### config.mk
export PLATFORM = sky130hd
export DESIGN_NAME = vga_grid_sampler
export DESIGN_NICKNAME = d
export VERILOG_FILES = /design/src/rtl/vga_grid_pkg.sv /design/src/rtl/vga_sync_tracker.sv /design/src/rtl/vga_grid_sampler.sv
export SDC_FILE = /design/constraint.sdc
export NUM_CORES = 1
export LEC_CHECK = 0
export CORE_MARGIN = 1.5
export CORE_UTILIZATION = 58
export DETAILED_ROUTE_END_ITERATION = 10
export PLACE_DENSITY_LB_ADDON = 0.15
export RECOVER_POWER = 50
export SYNTH_ARGS = -nofsm -noshare
export SYNTH_HDL_FRONTEND = slang
export SYNTH_SLANG_ARGS = --single-unit
### constraint.sdc
create_clock -name clk -period 3.4 [get_ports clk]
set_input_delay 0.68 -clock clk [delete_from_list [all_inputs] [get_ports clk]]
set_output_delay 0.68 -clock clk [all_outputs]
set_load 0.05 [all_outputs]
### src/rtl/vga_grid_pkg.sv
// Shared grid geometry, FSM state encoding and cell indexing for the VGA grid sampler.
package vga_grid_pkg;

  localparam int          CELL_W           = 160;
  localparam int          N_COLS           = 4;
  localparam int          N_ROWS           = 3;
  localparam int          N_CELLS          = N_COLS * N_ROWS;
  localparam logic [11:0] GRID_LINE_COLOUR = 12'hEEE;

  typedef enum logic [1:0] {
    HUNT,
    SYNC,
    ACTIVE,
    DONE
  } grid_state_e;

  // Cells are numbered column-major: index = column * rows + row.
  function automatic int cell_idx(input int c, input int r);
    return c * N_ROWS + r;
  endfunction

endpackage

### src/rtl/vga_sync_tracker.sv
// Sync edge detection, pixel/line counters, active-window position and sticky timing-error flag.
module vga_sync_tracker #(
  parameter int H_SYNC   = 96,
  parameter int H_BP     = 48,
  parameter int H_ACTIVE = 640,
  parameter int H_TOTAL  = 800,
  parameter int V_SYNC   = 2,
  parameter int V_BP     = 33,
  parameter int V_ACTIVE = 480,
  parameter int V_TOTAL  = 525,
  parameter int SYNC_POL = 0,
  parameter int PIPE_DLY = 1
) (
  input  logic        clk,
  input  logic        rst_ni,
  input  logic        pix_en_i,
  input  logic        hs_i,
  input  logic        vs_i,
  input  logic        tracking_i,
  output logic        hs_edge_o,
  output logic        vs_edge_o,
  output logic [10:0] vcnt_o,
  output logic [10:0] x_o,
  output logic [10:0] y_o,
  output logic        x_act_o,
  output logic        y_act_o,
  output logic        err_evt_o,
  output logic        hsat_o,
  output logic        sync_error_o
);

  localparam logic        POL     = 1'(SYNC_POL);
  localparam logic [10:0] CNT_MAX = '1;
  localparam int          H_OFF   = H_SYNC + H_BP + PIPE_DLY;
  localparam int          V_OFF   = V_SYNC + V_BP;

  logic               hs_q;
  logic               vs_q;
  logic [10:0]        hcnt_q;
  logic [10:0]        hcnt_d;
  logic [10:0]        vcnt_q;
  logic [10:0]        vcnt_d;
  logic [10:0]        vcnt_inc;
  logic               sync_error_q;
  logic signed [12:0] x_s;
  logic signed [12:0] y_s;

  assign hs_edge_o = pix_en_i && (hs_i == POL) && (hs_q != POL);
  assign vs_edge_o = pix_en_i && (vs_i == POL) && (vs_q != POL);
  assign hsat_o    = pix_en_i && !hs_edge_o && (hcnt_q == CNT_MAX - 11'd1);

  always_comb begin
    vcnt_inc = vcnt_q;
    hcnt_d   = hcnt_q;
    vcnt_d   = vcnt_q;
    if (hs_edge_o && (vcnt_q != CNT_MAX)) vcnt_inc = vcnt_q + 11'd1;
    if (pix_en_i) begin
      if (hs_edge_o)             hcnt_d = '0;
      else if (hcnt_q != CNT_MAX) hcnt_d = hcnt_q + 11'd1;
      // A coincident hs edge is counted first, then the vs edge restarts the frame.
      vcnt_d = vs_edge_o ? '0 : vcnt_inc;
    end
  end

  assign err_evt_o = hsat_o ||
                     (tracking_i && ((hs_edge_o && (hcnt_q + 11'd1 != 11'(H_TOTAL))) ||
                                     (vs_edge_o && (vcnt_inc != 11'(V_TOTAL)))));

  assign x_s     = $signed({2'b00, hcnt_q}) - $signed(13'(H_OFF));
  assign y_s     = $signed({2'b00, vcnt_q}) - $signed(13'(V_OFF));
  assign x_act_o = !x_s[12] && (x_s[11:0] < 12'(H_ACTIVE));
  assign y_act_o = !y_s[12] && (y_s[11:0] < 12'(V_ACTIVE));
  assign x_o     = x_s[10:0];
  assign y_o     = y_s[10:0];
  assign vcnt_o  = vcnt_q;
  assign sync_error_o = sync_error_q;

  always_ff @(posedge clk or negedge rst_ni) begin
    if (!rst_ni) begin
      hs_q         <= ~POL;
      vs_q         <= ~POL;
      hcnt_q       <= '0;
      vcnt_q       <= '0;
      sync_error_q <= 1'b0;
    end else begin
      if (pix_en_i) begin
        hs_q <= hs_i;
        vs_q <= vs_i;
      end
      hcnt_q <= hcnt_d;
      vcnt_q <= vcnt_d;
      if (err_evt_o) sync_error_q <= 1'b1;
    end
  end

endmodule

### src/rtl/vga_grid_sampler.sv
// Passive VGA bus monitor: samples the centre of each 4x3 grid cell and publishes once per clean frame.
// Optional build macro GRID_LINE_CHECK_EN adds the grid-line colour check driving line_error.
module vga_grid_sampler
  import vga_grid_pkg::*;
#(
  parameter int H_SYNC   = 96,
  parameter int H_BP     = 48,
  parameter int H_ACTIVE = 640,
  parameter int H_TOTAL  = 800,
  parameter int V_SYNC   = 2,
  parameter int V_BP     = 33,
  parameter int V_ACTIVE = 480,
  parameter int V_TOTAL  = 525,
  parameter int SYNC_POL = 0,
  parameter int PIPE_DLY = 1,
  parameter int CELL_PX  = CELL_W
) (
  input  logic                   clk,
  input  logic                   reset,
  input  logic                   pix_en,
  input  logic                   hs,
  input  logic                   vs,
  input  logic [11:0]            colour_in,
  output logic [12*N_CELLS-1:0]  cell_colour,
  output logic                   frame_done,
  output logic                   sync_error,
  output logic                   line_error
);

  localparam int V_FIRST = V_SYNC + V_BP;
  localparam int V_LAST  = V_FIRST + V_ACTIVE - 1;

  grid_state_e state_q;
  grid_state_e state_d;
  logic        bad_q;
  logic        bad_d;
  logic        frame_done_q;
  logic        publish;
  logic        hs_edge;
  logic        vs_edge;
  logic [10:0] vcnt;
  logic [10:0] x;
  logic [10:0] y;
  logic        x_act;
  logic        y_act;
  logic        err_evt;
  logic        hsat;
  logic        in_window;

  vga_sync_tracker #(
    .H_SYNC   (H_SYNC),
    .H_BP     (H_BP),
    .H_ACTIVE (H_ACTIVE),
    .H_TOTAL  (H_TOTAL),
    .V_SYNC   (V_SYNC),
    .V_BP     (V_BP),
    .V_ACTIVE (V_ACTIVE),
    .V_TOTAL  (V_TOTAL),
    .SYNC_POL (SYNC_POL),
    .PIPE_DLY (PIPE_DLY)
  ) u_tracker (
    .clk          (clk),
    .rst_ni       (reset),
    .pix_en_i     (pix_en),
    .hs_i         (hs),
    .vs_i         (vs),
    .tracking_i   (state_q != HUNT),
    .hs_edge_o    (hs_edge),
    .vs_edge_o    (vs_edge),
    .vcnt_o       (vcnt),
    .x_o          (x),
    .y_o          (y),
    .x_act_o      (x_act),
    .y_act_o      (y_act),
    .err_evt_o    (err_evt),
    .hsat_o       (hsat),
    .sync_error_o (sync_error)
  );

  always_comb begin
    state_d = state_q;
    case (state_q)
      HUNT:    if (vs_edge) state_d = SYNC;
      SYNC:    if (!vs_edge && pix_en && (vcnt == 11'(V_FIRST))) state_d = ACTIVE;
      ACTIVE: begin
        if (vs_edge)                                   state_d = SYNC;
        else if (hs_edge && (vcnt == 11'(V_LAST)))     state_d = DONE;
      end
      DONE:    state_d = SYNC;
      default: state_d = HUNT;
    endcase
    if (hsat) state_d = HUNT;

    // The frame opened straight out of HUNT has no verified length, so it is never published.
    bad_d = bad_q | err_evt;
    if (vs_edge) bad_d = (state_q == HUNT) | err_evt;
  end

  assign publish   = (state_q == DONE) && !bad_q && !err_evt;
  assign in_window = pix_en && (state_q == ACTIVE) && x_act && y_act;

  always_ff @(posedge clk or negedge reset) begin
    if (!reset) begin
      state_q      <= HUNT;
      bad_q        <= 1'b1;
      frame_done_q <= 1'b0;
    end else begin
      state_q      <= state_d;
      bad_q        <= bad_d;
      frame_done_q <= publish;
    end
  end

  assign frame_done = frame_done_q;

  for (genvar gi = 0; gi < N_COLS; gi++) begin : g_col
    for (genvar gj = 0; gj < N_ROWS; gj++) begin : g_row
      localparam int K = cell_idx(gi, gj);
      logic [11:0] shadow_q;
      logic [11:0] cell_q;
      logic        hit;

      assign hit = in_window && (x == 11'(CELL_PX / 2 + CELL_PX * gi)) &&
                   (y == 11'(CELL_PX / 2 + CELL_PX * gj));

      always_ff @(posedge clk or negedge reset) begin
        if (!reset) begin
          shadow_q <= '0;
          cell_q   <= '0;
        end else begin
          if (hit)     shadow_q <= colour_in;
          if (publish) cell_q   <= shadow_q;
        end
      end

      assign cell_colour[12*K +: 12] = cell_q;
    end
  end

`ifdef GRID_LINE_CHECK_EN
  logic [N_COLS-1:0] xsamp_hit;
  logic [N_COLS-2:0] xline_hit;
  logic [N_ROWS-1:0] ysamp_hit;
  logic [N_ROWS-2:0] yline_hit;
  logic              line_bad;
  logic              line_error_q;

  for (genvar gi = 0; gi < N_COLS; gi++) begin : g_xchk
    assign xsamp_hit[gi] = (x == 11'(CELL_PX / 2 + CELL_PX * gi));
    if (gi < N_COLS - 1) begin : g_xline
      assign xline_hit[gi] = (x == 11'(CELL_PX * (gi + 1)));
    end
  end

  for (genvar gi = 0; gi < N_ROWS; gi++) begin : g_ychk
    assign ysamp_hit[gi] = (y == 11'(CELL_PX / 2 + CELL_PX * gi));
    if (gi < N_ROWS - 1) begin : g_yline
      assign yline_hit[gi] = (y == 11'(CELL_PX * (gi + 1)));
    end
  end

  // Grid lines are probed where they cross the cell-centre rows and columns.
  assign line_bad = in_window &&
                    (((|xline_hit) && (|ysamp_hit)) || ((|yline_hit) && (|xsamp_hit))) &&
                    (colour_in != GRID_LINE_COLOUR);

  always_ff @(posedge clk or negedge reset) begin
    if (!reset)        line_error_q <= 1'b0;
    else if (line_bad) line_error_q <= 1'b1;
  end

  assign line_error = line_error_q;
`else
  assign line_error = 1'b0;
`endif

endmodule
Word level (Yosys, flattened, before mapping)
Cells that the tools add are included.
{ "totals": {"in_bits": 17, "output_inout_bits": 147, "ff_bits": 317, "word_cells": 122} }
{ "classes": {"n_reduce_logical": 49, "muxes": 11, "n_eq_ne": 20, "magnitude_cmp": 2, "n_addsub": 4, "bitwise": 4} }
{ "ops": {"columns": ["operator", "count"], "rows": [
  ["11-bit 2-to-1 mux", 4],
  ["1-bit logical AND", 36],
  ["11-bit by 1-bit adder with 11-bit output, second input constant", 2],
  ["11-bit by 10-bit == test with 1-bit output, second input constant", 2],
  ["11-bit by 7-bit == test with 1-bit output, second input constant", 2],
  ["11-bit by 8-bit == test with 1-bit output, second input constant", 2],
  ["11-bit by 9-bit == test with 1-bit output, second input constant", 2],
  ["11-bit by 10-bit inequality test with 1-bit output, second input constant", 2],
  ["11-bit inequality test, second input constant", 2],
  ["12-bit by 10-bit < comparator with 1-bit output, second input constant", 1],
  ["12-bit by 9-bit < comparator with 1-bit output, second input constant", 1],
  ["11-bit by 6-bit subtractor with 12-bit output, second input constant", 1],
  ["11-bit by 8-bit subtractor with 12-bit output, second input constant", 1],
  ["11-bit == test, second input constant", 1],
  ["11-bit by 6-bit == test with 1-bit output, second input constant", 1],
  ["2-bit 2-to-1 mux", 5],
  ["2-bit one-hot mux with 4 select lines", 1],
  ["1-bit logical NOT", 6],
  ["2-bit == test, second input constant", 2],
  ["4-bit by 2-bit inequality test with 1-bit output, second input constant", 1],
  ["2-bit nonzero test", 2],
  ["3-bit by 1-bit inequality test with 1-bit output, second input constant", 1],
  ["3-bit by 2-bit inequality test with 1-bit output, second input constant", 1],
  ["3-bit AND reduction", 1],
  ["other kinds (7)", 10]
]} }

Depth between registers and ports, before layout
{ "depth": {"depth_word": 12, "depth_mapped": 12, "mapped_depth_nobuf": 8} }

By module
A second synthesis with hierarchy kept.
{ "hier_totals": {"cells_unflattened": 930, "area_unflattened_um2": 13414.1} }
{ "by_module_without_submodules": {"columns": ["module", "area_per_inst_um2", "n_inst", "cells_per_inst", "seq_area_each_um2"], "rows": [
  ["vga_grid_sampler", 11383.4, 1, 686, 7308.3],
  ["vga_sync_tracker", 2030.7, 1, 244, 628.1]
]} }

Least setup slack after synthesis
No wires, ideal clock.
{ "synth_timing": {"kind": "reg-to-reg", "start": "register u_tracker.hcnt_q[0]", "end": "register g_col[3].g_row[0].shadow_q[10]", "period_less_slack_ns": 3.029, "setup_ns": 0.125, "setup_slack_ns": 0.371, "path_buffers": 3, "required_ns": 3.275, "stages_incl_launch_ff": 12, "t_arrival_ns": 2.904, "cell_sequence": "dfrtp_1 buf_2 inv_1 ha_1 or3b_1 clkbuf_1 a2111oi_2 a21oi_1 a2111oi_4 nand4_1 buf_2 mux2_2"} }
{ "synth_via": {"elab_chain_len": 7, "elab_cells_between_ends": 9, "cone_classes": "add/sub (1); order compare (1); eq/ne (1); reduce/logical (6)"} }
{ "synth_lines": {"columns": ["item", "line_no", "text"], "rows": [
  ["start, declared", "vga_sync_tracker.sv:39", "logic [10:0] hcnt_q;"],
  ["start signal, assigned", "vga_sync_tracker.sv:90", "hcnt_q <= hcnt_d;"],
  ["11-bit by 8-bit subtractor with 12-bit output (*)", "vga_sync_tracker.sv:69", "assign x_s = $signed({2'b00, hcnt_q}) - $signed(13'(H_OFF));"],
  ["12-bit by 10-bit < comparator with 1-bit output / 1-bit logical NOT (equally long branches)", "vga_sync_tracker.sv:71", "assign x_act_o = !x_s[12] && (x_s[11:0] < 12'(H_ACTIVE));"],
  ["1-bit logical AND", "vga_sync_tracker.sv:71", null],
  ["1-bit logical AND (2 in a row)", "vga_grid_sampler.sv:100", "assign in_window = pix_en && (state_q == ACTIVE) && x_act && y_act;"],
  ["1-bit logical AND (*) (2 in a row)", "vga_grid_sampler.sv:123", "assign hit = in_window && (x == 11'(CELL_PX / 2 + CELL_PX * gi)) &&"],
  ["end signal, assigned", "vga_grid_sampler.sv:131", "if (hit) shadow_q <= colour_in;"],
  ["end, declared", "vga_grid_sampler.sv:119", "logic [11:0] shadow_q;"]
]} }
Mark *: on every way between the ends. The rest lies on a longest branch, timed or not.
A chain may end at the register's enable or synchronous reset.

Worst setup path after layout
{ "layout_timing": {"start": "register u_tracker.hcnt_q[0]", "end": "register g_col[0].g_row[0].shadow_q[5]"} }
{ "layout_via": {"elab_chain_len": 7, "elab_cells_between_ends": 9, "cone_classes": "add/sub (1); order compare (1); eq/ne (1); reduce/logical (6)"} }
{ "layout_lines": {"columns": ["item", "line_no"], "rows": [
  ["11-bit by 8-bit subtractor with 12-bit output (*)", "vga_sync_tracker.sv:69"],
  ["12-bit by 10-bit < comparator with 1-bit output / 1-bit logical NOT (equally long branches)", "vga_sync_tracker.sv:71"],
  ["1-bit logical AND", "vga_sync_tracker.sv:71"],
  ["1-bit logical AND (2 in a row)", "vga_grid_sampler.sv:100"],
  ["1-bit logical AND (*) (2 in a row)", "vga_grid_sampler.sv:123"],
  ["end signal, assigned", "vga_grid_sampler.sv:131"],
  ["end, declared", "vga_grid_sampler.sv:119"]
]} }
Marks and branches as above.

==> results.cfg <==
[sta]
fin_hold_ws_ns = 0.504
slew_violations = 41
period_share_pct = 93.9
worst_slew_pin_slew_ns = 2.54
hold_viol = 0
worst_slack_ns = 0.208
finalSetupTns_ns = 0
setup_violations = 0
period_minus_slack_ns = 3.19
clock_skew_ns = 0.0168
rsz0062_at_grt = false
fmax_mhz = 313
relSlewSlack_pct = -69.5

[placement]
dp_hpwl_um = 32000
port_buffers = 162
dpl_worst_slack_ns = -0.0830
dpl.cell_count = 2259
placed_cell_area_sq_mm = 0.0200
gp_congestion = 0.845

[drt]
top_layer_used = met4
routedWlPerCell_um = 23.7
wl_met1_um = 22100
totalWireLength_um = 55100
vias_per_cell = 7.22
drt-pass1-iter-count = 6
vias = 16800
wl_met2_um = 26100
drc = 0
final_antenna_net_count = 0
wl_met3_um = 5110
drt-initial-drc-count = 2101

[global_routing]
grt_pass1_vias = 16500
grt-ovfl-total = 0
grt_usage_pct = 34.9
grt_max_degree = 122
grt_pass1_wl_um = 87800
antenna_found_initial = 0

[worst_setup_path]
critPathMaxStageDelay_ns = 0.50
path_buf_inv = 2
critPathRequiredTime_ns = 3.80
crit_arrival_ns = 3.59
cp_top_family = compound AO/OA/AOI/OAI gates
critPathSlowestCell = or3b_1
cp-end-kind = flip-flop
critPathMaxFanout = 12
path_class = flip-flop to flip-flop
start_kind = flip-flop
crit_chain = inv_1 -> ha_1 -> or3b_1 -> a2111oi_0 -> o21ai_0 -> a211oi_1 -> nand3_1 -> buf_4 -> mux2_2

[layout]
ff_latch_area_sq_mm = 0.00794
final_net_count = 1936
n_fill_cell = 2229
drive_above_1_share_pct = 15.5
fin_util_pct = 70.7
final_common_cell = nand2_1
fin_area_sq_mm = 0.0211
mostFrequentLayoutCells = nand2_1 (321), dfrtp_1 (314), nand3_1 (168), nor4_1 (151), mux2_2 (146)
multi_input_area_sq_mm = 0.00892
area_delta_synth_final_pct = 18.9
fin_cells = 2321

[outcome]
status = finished, violations left
violations = max-capacitance violations, max-slew violations

[yosys]
ys.flop_type = dfrtp_1
synth-async-reset-ratio_pct = 100
synth_top_area_cell = dfrtp_1
ys_warn_count = 0
yosysSeqAreaShare_pct = 44.7
yosysTopAreaCellShare_pct = 44.2
ys_types = 62
ys_seq_elements = 317
syn_nets = 1882
synth_area_per_cell_sq_um = 9.59
synth_area_sq_mm = 0.0178
synthCells = 1853
synth_edf_count = 0
yosys-top-cells-area = dfrtp_1 (44%), mux2_2 (9.3%), a311o_1 (8.2%)

[floorplan]
die_x_um = 178
die-area_sq_mm = 0.0317
core-area_sq_mm = 0.0299
start_util_pct = 59.5
ios = 164
die_h_um = 178
rows = 63

[flow_run]
max-cap-violations = 1

[cts]
h-tree-depth = 2
cts_inserted_buffers = 36
clock-root-buffer = clkbuf_16
cts.sinks = 317
post_cts_buffers = 0
holdBufCountCts = 0
clkSlewWorstSetupHoldPaths_ns = 0.06
clk_path_buf_depth = 3
cts_tree = yes
clock_latency_ns = 0.53
ctsResizeCount = 0

[pwr]
power.density_mw_per_mm2 = 401
power_mw = 8.47
peakVddDrop_v = 0.000357
power.leakage_nw = 8.46

[worst_hold_path]
hp-class = flip-flop to flip-flop
## synthesized netlist by cell type (12+ instances only)
library cell	n
nand2_1	321
dfrtp_1	314
clkbuf_1	172
nand3_1	168
nor4_1	151
mux2_2	146
a311o_1	145
o311ai_0	145
nor2_1	37
buf_2	36
o21ai_0	25
a21oi_1	13
ha_1	12
## metal layers
metal | up-vias | global-route usage, %
li1 | 7296 | -
met1 | 8444 | 46.8
met2 | 893 | 56.4
met3 | 131 | 5.73
met4 | 0 | 14.4
met5 | - | 0
## power breakdown
part | leakage (nW) | internal (mW) | switching (mW)
Clock | 0.559 | 2.25 | 1.59
Combinational | 4.25 | 0.236 | 0.561
Sequential | 3.65 | 3.81 | 0.0347
Total | 8.46 | 6.29 | 2.18
## kinds of logic (layout without fill, tap and decap cells)
logic type	Yosys count	after routing	share of synthesized area (%)
simple gates	750	750	20.4
compound gates	374	374	18.6
flops	317	317	44.7
buf+inv	240	317	5.56
mux	150	150	9.48
fa+ha+maj	12	12	0.845
xor+xnor	9	9	0.444
other cells	1	2	0.0211
## final timing paths
path | startpoint | cells past startpoint | endpoint | slack [ns]
max | u_tracker.hcnt_q[0]$_DFFE_PN0P_ | 9 | g_col[0].g_row[0].shadow_q[5]$_DFFE_PN0P_ | 0.21
min | g_col[3].g_row[2].shadow_q[7]$_DFFE_PN0P_ | 1 | g_col[3].g_row[2].shadow_q[7]$_DFFE_PN0P_ | 0.50
max reg2reg | u_tracker.hcnt_q[0]$_DFFE_PN0P_ | 9 | g_col[0].g_row[0].shadow_q[5]$_DFFE_PN0P_ | 0.21
min reg2reg | g_col[3].g_row[2].shadow_q[7]$_DFFE_PN0P_ | 1 | g_col[3].g_row[2].shadow_q[7]$_DFFE_PN0P_ | 0.50
max in group asynchronous | reset | 2 | g_col[3].g_row[1].cell_q[2]$_DFFE_PN0P_ | 0.57
min in group asynchronous | reset | 1 | u_tracker.hcnt_q[5]$_DFFE_PN0P_ | 0.94
## area by class of cell
class	count	area share, %
Multi-Input combinational cell	1296	42.2
Sequential cell	317	37.6
Timing Repair Buffer	246	12.3
Clock buffer	50	4.81
Tap cell	390	2.31
Clock inverter	11	0.592
Inverter	10	0.178
Antenna cell	1	0.0118
## registers in the layout, summed over array words and instances, names as in the netlist
signal	flops
bad_q	1
frame_done	1
g_col.g_row.cell_q	144
g_col.g_row.shadow_q	144
state_q	2
u_tracker.hcnt_q	11
u_tracker.hs_q	1
u_tracker.sync_error_o	1
u_tracker.vcnt_o	11
u_tracker.vs_q	1
Power figures use the tool's default switching activity.
==> variant 1: new RTL, same settings <==
Build with the macro `GRID_LINE_CHECK_EN` defined.
--- a/src/rtl/vga_grid_sampler.sv
+++ b/src/rtl/vga_grid_sampler.sv
@@ -1,5 +1,7 @@
 // Passive VGA bus monitor: samples the centre of each 4x3 grid cell and publishes once per clean frame.
 // Optional build macro GRID_LINE_CHECK_EN adds the grid-line colour check driving line_error.
+`define GRID_LINE_CHECK_EN
+
 module vga_grid_sampler
   import vga_grid_pkg::*;
 #(
Behaviour: same outputs for any inputs over 10 cycles, from zero or initial values and one cycle with reset low; that may be too few to reach the edited logic, so the function may still have changed.
==> variant 1 against the original RTL <==
The flow still finishes with violations (max-capacitance violations, max-slew violations); sequential share of layout area grew 8.4 points; first-iteration DRC count shrank 74%; total power shrank 4.8%; core utilization grew 2.9 points; die area shrank 21%; combinational power shrank 27%; via count shrank 47%; area after synthesis shrank 21%; count of clock-buffer cells in the layout shrank 5; design area shrank 18%; sequential cell count grew 1; wire length shrank 43%; worst setup slack lost 0.12 ns; critical path type unchanged; highest routed layer unchanged.
==> variant 1: results (changes against the original RTL) <==
| Group | Item | Reported | vs unedited |
|:---|:---|:---|:---|
| pwr | Static leakage | 8.70 nW | +2.8% |
| final layout | Area of combinational cells with multiple inputs | 5610 µm² | -37% |
| sta | Final Slew Violations | 86 | +110% |
| final layout | Number of nets in the layout | 1212 | -37% |
| place | Total half-perimeter wirelength after legalization and detailed placement | 20500 µm | -36% |
| clock network | Total CTS buffers | 31 | -14% |
| final layout | Sequential Area | 7960 µm² | +0.32% |
| route | Number of iterations in the first detailed-routing pass | 5 | -1 |
| route | Number of DRC markers after the initial detailed-route iteration | 554 | -74% |
| final layout | Core Util, Final | 73.6% | +2.9 points |
| clock network | Number of H-tree levels | 1 | -1 |
| synthesis | Total nets after synthesis | 1030 | -45% |
| job | Max_cap viols | 1 | unchanged |
| final layout | Number of cells in the finished layout apart from fillers | 1526 | -34% |
| global route | GRT Resource Usage Total | 26.2% | -8.7 points |
| clock network | Clock latency on the worst-skew pair | 0.57 ns | +0.04 ns |
| final layout | ANT cells | 0 | -1 |
| clock network | CTS sink count | 318 | +0.32% |
| final layout | Inverters excl. clock | 15 | +5 |
| global route | Pin count of the biggest net entering global routing | 91 | -25% |
| final layout | Layout cells sized above 1 | 35.0% | +19 points |
| global route | Via count of the first global-routing pass | 8953 | -46% |
| route | Sum of routed wire length over all layers | 31500 µm | -43% |
| place | Port Buffer Count | 163 | +0.62% |
| critical path | Slowest-stage cell, CP | sky130_fd_sc_hd__or4_4 |  |
| pwr | Worst IR drop on VDD | 0.298 mV | -17% |
| sta | Clk_skew | 0.00736 ns | -0.00948 ns |
| place | Post-Place Cell Area | 16200 µm² | -19% |
| final layout | Share of cell area taken by multi-input logic gates | 32.4% | -9.9 points |
| sta | Worst slew margin relative to its limit | -45.6% | +24 points |
| place | Worst slack at placement | -0.0706 ns | +0.0124 ns |
| synthesis | Proportion of synthesized chip area in sequential cells | 57.0% | +12 points |
| final layout | Clk cell area share | 6.32% | +0.92 points |
| global route | Wire length of the first global-routing pass | 50400 µm | -43% |
| sta | Achievable Freq | 302 MHz | -3.5% |
| synthesis | Top cell types by occurrence after synthesis | 315 x sky130_fd_sc_hd__dfrtp_1, 233 x sky130_fd_sc_hd__mux2_2, 49 x sky130_fd_sc_hd__mux2_4, 33 x sky130_fd_sc_hd__nor2_1, 32 x sky130_fd_sc_hd__clkbuf_1 |  |
| critical path | Kind of cell adding the most delay to the critical path | simple AND/OR/NAND/NOR gates |  |
| final layout | Multi-Input Combinational | 593 | -54% |
| outcome | Result of the run | complete, but fails checks |  |
| place | Final GP Congestion | 0.892 | +5.5% |
| outcome | Violations in the final reports | max-capacitance violations, max-slew violations |  |
| final layout | Non-clock buffers, area share | 12.7% | +0.43 points |
variant 1: cell types whose count changed in the layout (fill, tap and decap cells not counted), sizes merged, moves of 21 or more:
| cell | delta |
|---|---|
| nand2 | -299 |
| buf | -28 |
| mux2 | +146 |
| nand3 | -146 |
| o311ai | -146 |
| nor4 | -142 |
| a311o | -145 |
| clkdlybuf4s50 | +21 |
variant 1: path summary, 6_finish.rpt:
path                                                        to  slack (ns)                    from  cells past startpoint
max in group asynchronous        g_col[2].g_row[1].shadow_q[1]        0.87                   reset                      2
worst min register to register          u_tracker.sync_error_o        0.48  u_tracker.sync_error_o                      1
worst max-delay path            g_col[1].g_row[0].shadow_q[11]        0.09     u_tracker.vcnt_o[0]                      7
min in group asynchronous          g_col[3].g_row[0].cell_q[5]        0.74                   reset                      1
worst min-delay path                    u_tracker.sync_error_o        0.48  u_tracker.sync_error_o                      1
worst max register to register  g_col[1].g_row[0].shadow_q[11]        0.09     u_tracker.vcnt_o[0]                      7
variant 1: logic make-up after synthesis:
group                    Yosys count  synth area share (%)
buffers and inverters             90                  3.29
XOR/XNOR                          13                 0.914
flip-flops                       318                  57.0
AND/OR/NAND/NOR                  179                  7.89
multiplexers                     295                  25.1
AO/OA/AOI/OAI                     94                  4.78
adder cells (fa/ha/maj)           12                  1.07
variant 1: routing by layer:
layer / track usage [%] / share of wire (%)
met3: 6.00 / 6.7
met4: 7.48 / 2.5
met5: 0 / 0
met2: 39.5 / 46
met1: 38.1 / 45
variant 1: what timing repair did:
action | CTS | global route
gates resized for setup | 0 | 7
setup endpoints to repair | 0 | 84
buffers inserted | 0 | 2
endpoints found under the hold margin | 0 | 0
variant 1: report_power, final:
group	internal, mW	switching [mW]
clock network	2.18	1.44
logic	0.205	0.373
registers	3.82	0.0564
total	6.20	1.87
==> variant 2: new RTL, same settings <==
Made on the original files. Register the output `cell_colour` once more, without a reset; this adds one clock of latency there. The other outputs are not delayed to match.
--- a/src/rtl/vga_grid_sampler.sv
+++ b/src/rtl/vga_grid_sampler.sv
@@ -29,6 +29,8 @@
 
   localparam int V_FIRST = V_SYNC + V_BP;
   localparam int V_LAST  = V_FIRST + V_ACTIVE - 1;
+
+  logic [12*N_CELLS-1:0] cell_colour_d;
 
   grid_state_e state_q;
   grid_state_e state_d;
@@ -133,7 +135,7 @@
         end
       end
 
-      assign cell_colour[12*K +: 12] = cell_q;
+      assign cell_colour_d[12*K +: 12] = cell_q;
     end
   end
 
@@ -174,4 +176,8 @@
   assign line_error = 1'b0;
 `endif
 
+  always_ff @(posedge clk) begin
+    cell_colour <= cell_colour_d;
+  end
+
 endmodule
Behaviour: same outputs for any inputs over 10 cycles, from zero or initial values and one cycle with reset low; that may be too few to reach the edited logic, so the function may still have changed.
==> variant 2 against the original RTL <==
The flow still finishes with violations (max-capacitance violations, max-slew violations); total power increased by 31%; wire length decreased by 39%; count of clock-buffer cells in the layout increased by 17; design area decreased by 4.4%; sequential power increased by 45%; worst setup slack got worse by 0.095 ns; sequential cell count increased by 144; global-route usage decreased by 11 points; area after synthesis decreased by 7.7%; via count decreased by 43%; clock skew increased by 0.0040 ns; largest cell class is now registers.
==> variant 2: results (changes against the original RTL) <==
| Group | Item | Reported | vs unedited |
|:---|:---|:---|:---|
| pwr | Switching power as a share of total power | 22.2% | -3.5 points |
| global route | GRT Resource Usage Total | 24.0% | -11 points |
| final layout | Top flop regs | cell_colour x144, g_col.g_row.cell_q x144, g_col.g_row.shadow_q x144 |  |
| final layout | FILL cells | 1881 | -16% |
| synthesis | Ys async rst share | 68.8% | -31 points |
| route | Average wire per standard cell | 19.3 µm | -19% |
| sta | Final Slew Violations | 85 | +110% |
| pwr | PD cells | 551 nW/µm² | +37% |
| synthesis | Number of different library cells in the post-synthesis netlist | 69 | +11% |
| global route | Via count of the first global-routing pass | 9662 | -41% |
| place | Total half-perimeter wirelength after legalization and detailed placement | 21800 µm | -32% |
| place | Worst slack at placement | -0.500 ns | -0.417 ns |
| outcome | Violations in the final reports | max-capacitance violations, max-slew violations |  |
| job | Max_cap viols | 1 | unchanged |
| worst hold path | Hold depth | 0 | -1 |
| route | Wire length the detailed router placed on met1 | 14900 µm | -33% |
| synthesis | Total nets after synthesis | 1147 | -39% |
| route | Number of DRC markers after the initial detailed-route iteration | 504 | -76% |
| route | Vias post-DR | 9510 | -43% |
| outcome | Result of the run | complete, but fails checks |  |
| critical path | Endpoint of the worst-slack reg-to-reg timing path | g_col[2].g_row[1].cell_q[10] |  |
| global route | Met3 track demand over resource | 3.15% | -2.6 points |
| critical path | Kind of cell adding the most delay to the critical path | buffers and inverters |  |
| synthesis | Proportion of synthesized chip area in sequential cells | 66.0% | +21 points |
| critical path | R2R depth | 10 | +1 |
| critical path | Slowest-stage cell, CP | sky130_fd_sc_hd__clkdlybuf4s50_1 |  |
| route | Total length of routed met2 wires | 16300 µm | -37% |
| route | Number of iterations in the first detailed-routing pass | 4 | -2 |
| global route | Wire length of the first global-routing pass | 53500 µm | -39% |
| final layout | ANT cells | 0 | -1 |
| sta | Least-Margin Pin Slew | 2.24 ns | -0.306 ns |
| pwr | Static leakage | 9.51 nW | +12% |
## variant 2: layout make-up
type                    instances  area, µm²  area share, %
clock buffers                  67       1360           6.73
clock inverters                16        149          0.737
inverters                      15       56.3          0.279
multi-input cells             574       5150           25.5
flip-flops and latches        461      10800           53.6
well taps                     378        473           2.34
repair buffers                226       2190           10.8
## variant 2: how the worst max path moves through the flow
stage,slack (ns),cells past startpoint,end
global route,0.001,10,g_col[3].g_row[2].cell_q[1]
global placement,-0.44,11,g_col[3].g_row[2].cell_q[1]
floorplan,0.24,12,g_col[0].g_row[0].cell_q[0]
finish,0.11,12,g_col[2].g_row[1].cell_q[10]
CTS,0.05,11,g_col[2].g_row[1].cell_q[2]
detailed placement,-0.50,11,g_col[3].g_row[2].cell_q[1]
## variant 2: cells by family (layout without fill, tap and decap cells)
logic type / count (synthesis) / after routing / synth area share [%]
flip-flops: 461 / 461 / 66.0
buffers and inverters: 83 / 324 / 2.82
AO/OA/AOI/OAI: 86 / 86 / 3.84
multiplexers: 298 / 298 / 20.4
XOR/XNOR: 11 / 11 / 0.587
adder cells (fa/ha/maj): 12 / 12 / 0.915
AND/OR/NAND/NOR: 166 / 166 / 5.44
other: 1 / 1 / 0.0229
## variant 2: through the flow
step / cell area [µm²] / cells / hold WS (ns) / TNS (ns)
finish: 20200 / 1737 / 0.356 / 0
detailed placement: 18700 / 1653 / 0.349 / -66.21
floorplan: 16400 / 1118 / 0.340 / 0
CTS: 20200 / 1736 / 0.182 / 0
global route: 20200 / 1737 / 0.357 / 0
global placement: 18700 / 1653 / 0.349 / -59.47
## variant 2: repair_timing
action,CTS,global route
endpoints found under the setup margin,0,143
gates resized for setup,0,5
setup buffers,0,1
endpoints found under the hold margin,0,0
